**src/rtl/bloom_pkg.sv**
```systemverilog
// Shared types and hash constants for the bloom filter unit.
package bloom_pkg;

    // Command encoding carried on op_i
    typedef enum logic [1:0] {
        OP_NOP    = 2'b00,
        OP_INSERT = 2'b01,
        OP_CHECK  = 2'b10,
        OP_CLEAR  = 2'b11
    } bloom_op_e;

    // Control FSM states
    typedef enum logic [1:0] {
        ST_IDLE  = 2'b00,
        ST_HASH  = 2'b01,
        ST_CLEAR = 2'b10,
        ST_RESP  = 2'b11
    } bloom_state_e;

    // Multiplicative hash constant (golden ratio)
    localparam logic [31:0] GOLDEN = 32'h9E3779B1;

    // Per-hash salts; hash i uses SALT[i]
    localparam logic [31:0] SALT [8] = '{
        32'h00000000, 32'h85EBCA6B, 32'hC2B2AE35, 32'h27D4EB2F,
        32'h165667B1, 32'hD3A2646C, 32'hFD7046C5, 32'hB55A4F09
    };

endpackage

```
**src/rtl/bloom_hash.sv**
```systemverilog
// Combinational salted multiplicative hash: key, hash select -> array index.
// Kept as its own module so the 32x32 multiplier stays isolated for timing.
module bloom_hash
    import bloom_pkg::*;
#(
    parameter int IDX_W = 8
) (
    input  logic [31:0]      key,
    input  logic [2:0]       sel,
    output logic [IDX_W-1:0] idx
);

    logic [31:0]      prod;
    logic [31-IDX_W:0] unused_low;

    // Low 32 bits of the product; the index is taken from the top bits,
    // which carry the best-mixed result of a multiplicative hash.
    assign prod       = (key ^ SALT[sel]) * GOLDEN;
    assign idx        = prod[31 -: IDX_W];
    assign unused_low = prod[31-IDX_W:0];

endmodule

```
**src/rtl/bloom_filter_unit.sv**
```systemverilog
// Bloom-filter responder for the custom-instruction issue logic.
// Accepts INSERT / CHECK / CLEAR / NOP, walks NUM_HASH indices one per cycle
// over a NUM_BITS-bit array and returns a one-cycle response with match flag.
// Optional feature macro: BLOOM_STATS_EN enables the pop_count_o set-bit
// counter; without it pop_count_o is tied to zero.
module bloom_filter_unit
    import bloom_pkg::*;
#(
    parameter int NUM_BITS = 256,
    parameter int NUM_HASH = 3
) (
    input  logic                          clk_i,
    input  logic                          rst_ni,
    input  logic                          op_valid_i,
    output logic                          op_ready_o,
    input  logic [1:0]                    op_i,
    input  logic [31:0]                   key_i,
    output logic                          resp_valid_o,
    output logic                          resp_match_o,
    output logic [$clog2(NUM_BITS+1)-1:0] pop_count_o
);

    localparam int IDX_W     = $clog2(NUM_BITS);
    localparam int NUM_WORDS = NUM_BITS / 32;
    localparam int WSEL_W    = (IDX_W > 5) ? IDX_W - 5 : 1;
    localparam int CNT_W     = (NUM_WORDS > 8) ? $clog2(NUM_WORDS) : 3;
    localparam int POP_W     = $clog2(NUM_BITS + 1);

    bloom_state_e      state;
    bloom_op_e         op_in;
    logic [CNT_W-1:0]  cnt;
    logic [31:0]       key_q;
    logic              ins_q;
    logic              acc;
    logic              accept;

    logic [IDX_W-1:0]  hidx;
    logic [2:0]        hsel;
    logic [WSEL_W-1:0] word_sel;
    logic [4:0]        bit_sel;
    logic [WSEL_W-1:0] clr_sel;
    logic              cur_bit;
    logic              last_hash;
    logic              last_word;
    logic              set_en;
    logic              clr_en;

    logic [31:0]       mem [NUM_WORDS];

    assign op_in  = bloom_op_e'(op_i);
    assign accept = op_valid_i && op_ready_o;

    // The same counter walks hash indices in HASH and words in CLEAR
    assign hsel      = cnt[2:0];
    assign last_hash = (cnt == CNT_W'(NUM_HASH - 1));
    assign last_word = (cnt == CNT_W'(NUM_WORDS - 1));

    bloom_hash #(
        .IDX_W (IDX_W)
    ) u_hash (
        .key (key_q),
        .sel (hsel),
        .idx (hidx)
    );

    // Word select is the index above bit 5; a 32-bit array has a single word
    assign word_sel = WSEL_W'(hidx >> 5);
    assign bit_sel  = hidx[4:0];
    assign clr_sel  = WSEL_W'(cnt);
    assign cur_bit  = mem[word_sel][bit_sel];
    assign set_en   = (state == ST_HASH) && ins_q;
    assign clr_en   = (state == ST_CLEAR);

    // Control FSM with registered handshake and response outputs
    always_ff @(posedge clk_i or negedge rst_ni) begin
        if (!rst_ni) begin
            state        <= ST_IDLE;
            cnt          <= '0;
            key_q        <= '0;
            ins_q        <= 1'b0;
            acc          <= 1'b0;
            op_ready_o   <= 1'b1;
            resp_valid_o <= 1'b0;
            resp_match_o <= 1'b0;
        end else begin
            resp_valid_o <= 1'b0;
            resp_match_o <= 1'b0;
            case (state)
                ST_IDLE: begin
                    if (accept) begin
                        op_ready_o <= 1'b0;
                        cnt        <= '0;
                        case (op_in)
                            OP_INSERT, OP_CHECK: begin
                                state <= ST_HASH;
                                key_q <= key_i;
                                ins_q <= (op_in == OP_INSERT);
                                acc   <= 1'b1;
                            end
                            OP_CLEAR: begin
                                state <= ST_CLEAR;
                            end
                            default: begin
                                state        <= ST_RESP;
                                resp_valid_o <= 1'b1;
                            end
                        endcase
                    end
                end
                ST_HASH: begin
                    // Accumulate on the pre-set bit value so INSERT reports
                    // whether the key was already present
                    acc <= acc & cur_bit;
                    cnt <= cnt + CNT_W'(1);
                    if (last_hash) begin
                        state        <= ST_RESP;
                        resp_valid_o <= 1'b1;
                        resp_match_o <= acc & cur_bit;
                    end
                end
                ST_CLEAR: begin
                    cnt <= cnt + CNT_W'(1);
                    if (last_word) begin
                        state        <= ST_RESP;
                        resp_valid_o <= 1'b1;
                    end
                end
                default: begin
                    state      <= ST_IDLE;
                    op_ready_o <= 1'b1;
                end
            endcase
        end
    end

    // Membership array: word-wise clear, single-bit set on INSERT hash cycles
    always_ff @(posedge clk_i or negedge rst_ni) begin
        if (!rst_ni) begin
            for (int w = 0; w < NUM_WORDS; w++) begin
                mem[w] <= '0;
            end
        end else if (clr_en) begin
            mem[clr_sel] <= '0;
        end else if (set_en) begin
            mem[word_sel][bit_sel] <= 1'b1;
        end
    end

`ifdef BLOOM_STATS_EN
    logic [POP_W-1:0] pop_q;

    // Set-bit counter: bumps only when an INSERT flips a 0 bit, saturating
    always_ff @(posedge clk_i or negedge rst_ni) begin
        if (!rst_ni) begin
            pop_q <= '0;
        end else if (accept && (op_in == OP_CLEAR)) begin
            pop_q <= '0;
        end else if (set_en && !cur_bit && (pop_q != POP_W'(NUM_BITS))) begin
            pop_q <= pop_q + POP_W'(1);
        end
    end

    assign pop_count_o = pop_q;
`else
    assign pop_count_o = '0;
`endif

endmodule

```
**config.mk**
```make
export PLATFORM = sky130hd
export DESIGN_NAME = bloom_filter_unit
export DESIGN_NICKNAME = d
export VERILOG_FILES = /design/src/rtl/bloom_pkg.sv /design/src/rtl/bloom_hash.sv /design/src/rtl/bloom_filter_unit.sv
export SDC_FILE = /design/constraint.sdc
export NUM_CORES = 1
export LEC_CHECK = 0
export CAP_MARGIN = 20
export CORE_UTILIZATION = 51
export CTS_CLUSTER_SIZE = 12
export DETAILED_ROUTE_END_ITERATION = 12
export PLACE_DENSITY = 0.68
export SKIP_LAST_GASP = 1
export SYNTH_ARGS = -nofsm -noshare
export SYNTH_HDL_FRONTEND = slang
export SYNTH_HIERARCHICAL = 1
export SYNTH_SLANG_ARGS = --single-unit
```
**constraint.sdc**
```tcl
create_clock -name clk_i -period 10.4 [get_ports clk_i]
set_input_delay 1.56 -clock clk_i [delete_from_list [all_inputs] [get_ports clk_i]]
set_output_delay 1.56 -clock clk_i [all_outputs]
set_load 0.02 [all_outputs]
```
==> flow_metrics.tcl <==
set metrics [dict create \
    outcome "finished clean" \
    num-nets-final 2531 \
    cts_buffers 34 \
    yosysMostFrequentCell "inv_1" \
    fmax_mhz 99.4 \
    synthCells 2035 \
    synth-edff-count 0 \
    ant_nets 0 \
    io_buffer_count 39 \
    syn_area_um2 22700 \
    drv_slew 0 \
    cts_tree "yes" \
    cp_common_cell "fa_1" \
    cp-start-kind "flip-flop" \
    hold_depth 2 \
    skew_ns 0.0306 \
    drc 0 \
    yosys_warnings 6 \
    cts_buffer_depth 3 \
    areaGrowthSynthToFinish_pct 11.2 \
    setup_viol 0 \
    multi_input_area_um2 13700 \
    reg2reg_slack_ns 0.34 \
    synth_top_area_cell "dfrtp_1" \
    cts-root-buf "clkbuf_16" \
    synth_ff_type "dfrtp_1" \
    synth_top_cells_by_count "inv_1, dfrtp_1, ha_1, fa_1, nand2_1" \
    path_clk_slew_ns 0.06 \
    rows 76 \
    die-height_um 213 \
    avgSynthCellArea_um2 11.2 \
    fin_util_pct 58.1 \
    initial_core_util_pct 52.3 \
    synth_area_leaders "dfrtp_1, fa_1, ha_1, a22o_1, inv_1" \
    die_w_um 213 \
    worstSetupPathType "reg -> reg" \
    reg2reg_to "mem[251]$_DFFE_PN0P_" \
    grt_pass1_wl_um 99300 \
    finalWirelength_um 63300 \
    dieArea_um2 45400 \
    grt_use_total_pct 29.2 \
    dp_hpwl_um 44700 \
    via_per_inst 5.99 \
    async_flop_share_pct 100 \
    r2r_start "clr_sel[0]$_DFFE_PN0P_" \
    grt_remaining_overflow 0 \
    drv_cap 0 \
    rsz0062_at_grt "yes" \
    boundaryPins 49 \
    seqCellArea_um2 7460 \
    vias 16200 \
    cp_max_fo 12 \
    reg2reg_depth 33 \
    critPathCaptureType "flip-flop" \
    n_antenna_cell 0 \
    ys_ff_latch 298 \
    fin_crit_ns 10.06 \
    tightest_slew_ns 1.09 \
    hp-start "mem[180]$_DFFE_PN0P_" \
    drive_above_1_share_pct 13.4 \
    cts_max_level 2 \
    grt_max_degree 162 \
    final.fill_count 3698 \
    seq_area_frac_synth_pct 32.8 \
    gp_congestion 1.03 \
    critPathSlowestCell "nor4_4" \
    wire_per_inst_um 23.3 \
    crit_required_ns 10.87 \
    hold_violations 0 \
    core_um2 43500 \
    holdCritPathClass "reg -> reg" \
    relSlewSlack_pct 27.6 \
    first_pass_iters 7 \
    antenna_found_initial 2 \
    clock-sinks 298 \
    fin_crit_sh_pct 96.8 \
    clk-insertion-delay-late_ns 0.54 \
    arrival_ns 10.53 \
    yosys.area.top_type_share_pct 32.7 \
    drt_iter0_drc 1600 \
    holdPathEnd "mem[180]$_DFFE_PN0P_" \
    synth_cell_types 88 \
    first_global_vias 17200 \
    crit_path_max_incr_delay_ns 0.89 \
]
## cells by family (layout without fill, tap and decap cells)
kind of cell | count (synthesis) | count (layout) | synth area share, %
buffers and inverters | 430 | 510 | 8.00
adders and majority gates | 392 | 392 | 27.9
AOI/OAI and AO/OA | 370 | 370 | 12.1
and+or+nand+nor | 340 | 342 | 6.98
DFF | 298 | 298 | 32.8
muxes | 109 | 109 | 8.11
xor gates and xnor gates | 95 | 96 | 4.06
other | 1 | 9 | 0.0165
## cell type report
class | instances | share of cell area, %
repair buffers | 121 | 4.31
well taps | 585 | 2.90
inverters | 331 | 4.92
multi-input cells | 1318 | 54.0
clock inverters | 7 | 0.342
clock buffers | 51 | 3.98
flip-flops and latches | 298 | 29.5
## critical path, delay by kind of cell, from the launching register on
| family | cells | cell delay [ns] |
|---|---|---|
| AOI/OAI and AO/OA | 7 | 1.69 |
| xor gates and xnor gates | 2 | 0.28 |
| adders and majority gates | 10 | 4.41 |
| buffers and inverters | 10 | 1.44 |
| DFF | 1 | 0.46 |
| and+or+nand+nor | 4 | 1.68 |
## timing repair
action / CTS / global route
endpoints found under the hold margin: 0 / 0
gates cloned: 1 / 2
setup endpoints to repair: 2 / 190
resized for setup: 1 / 18
pin swaps: 1 / 4
hold buffers: 0 / 0
buffers inserted: 2 / 4
## how the worst max path moves through the flow
| stage | start | cells after the start | end |
|---|---|---|---|
| detailed placement | clr_sel[0]$_DFFE_PN0P_ | 35 | acc$_DFFE_PN0P_ |
| global placement | clr_sel[0]$_DFFE_PN0P_ | 34 | acc$_DFFE_PN0P_ |
| global route | clr_sel[0]$_DFFE_PN0P_ | 35 | acc$_DFFE_PN0P_ |
| floorplan | clr_sel[1]$_DFFE_PN0P_ | 36 | acc$_DFFE_PN0P_ |
| CTS | clr_sel[0]$_DFFE_PN0P_ | 35 | resp_match_o$_DFF_PN0_ |
| finish | clr_sel[0]$_DFFE_PN0P_ | 33 | mem[251]$_DFFE_PN0P_ |
## cell usage in the layout (no fill, tap or decap), types with 7 or more instances in the layout
cell type	synthesis	final
a21oi_1	28	26
a221oi_1	14	14
a22o_1	167	167
buf_4	13	75
clkbuf_1	42	9
clkbuf_16	0	35
clkbuf_8	0	7
clkdlybuf4s50_1	0	38
conb_1	1	9
dfrtp_1	297	295
fa_1	192	192
ha_1	198	195
inv_1	331	330
mux2_2	43	43
mux2i_1	9	8
mux4_2	51	51
nand2_1	168	167
nand2b_1	14	14
nand3_1	31	30
nand4_1	12	12
nor2_1	53	51
nor3_1	15	15
o21ai_0	107	106
xnor2_1	63	60
xor2_1	23	21
## per-layer routing
metal  vias up  wire length (um)  GRT usage, %
li1       7034                 -             -
met1      8308             27400          42.4
met2       756             28500          44.6
met3       138              5600          5.94
met4         4              1730          7.72
met5         -                28             0
## per-stage QoR
step                      instances  worst slack [ns]  area [um2]  TNS (ns)  hold slack, ns
after global placement         2644             0.303       24000         0           0.457
after detailed placement       2644           -0.0546       24000   -0.0699           0.469
after floorplan                2043             0.680       22700         0           0.442
after CTS                      2705            0.0277       25100         0           0.481
final                          2711             0.338       25300         0           0.479
after global routing           2711           -0.0111       25300   -0.0207           0.495
## sequential cells by signal, indices dropped and copies added (netlist names)
name and count:
state 2, op_ready_o 1, resp_match_o 1, mem 256, acc 1, ins_q 1
resp_valid_o 1, clr_sel 3, key_q 32
Power is left out: the tool's default activity adds up to more than one toggle a clock period on the data nets, which glitch-free logic cannot reach.
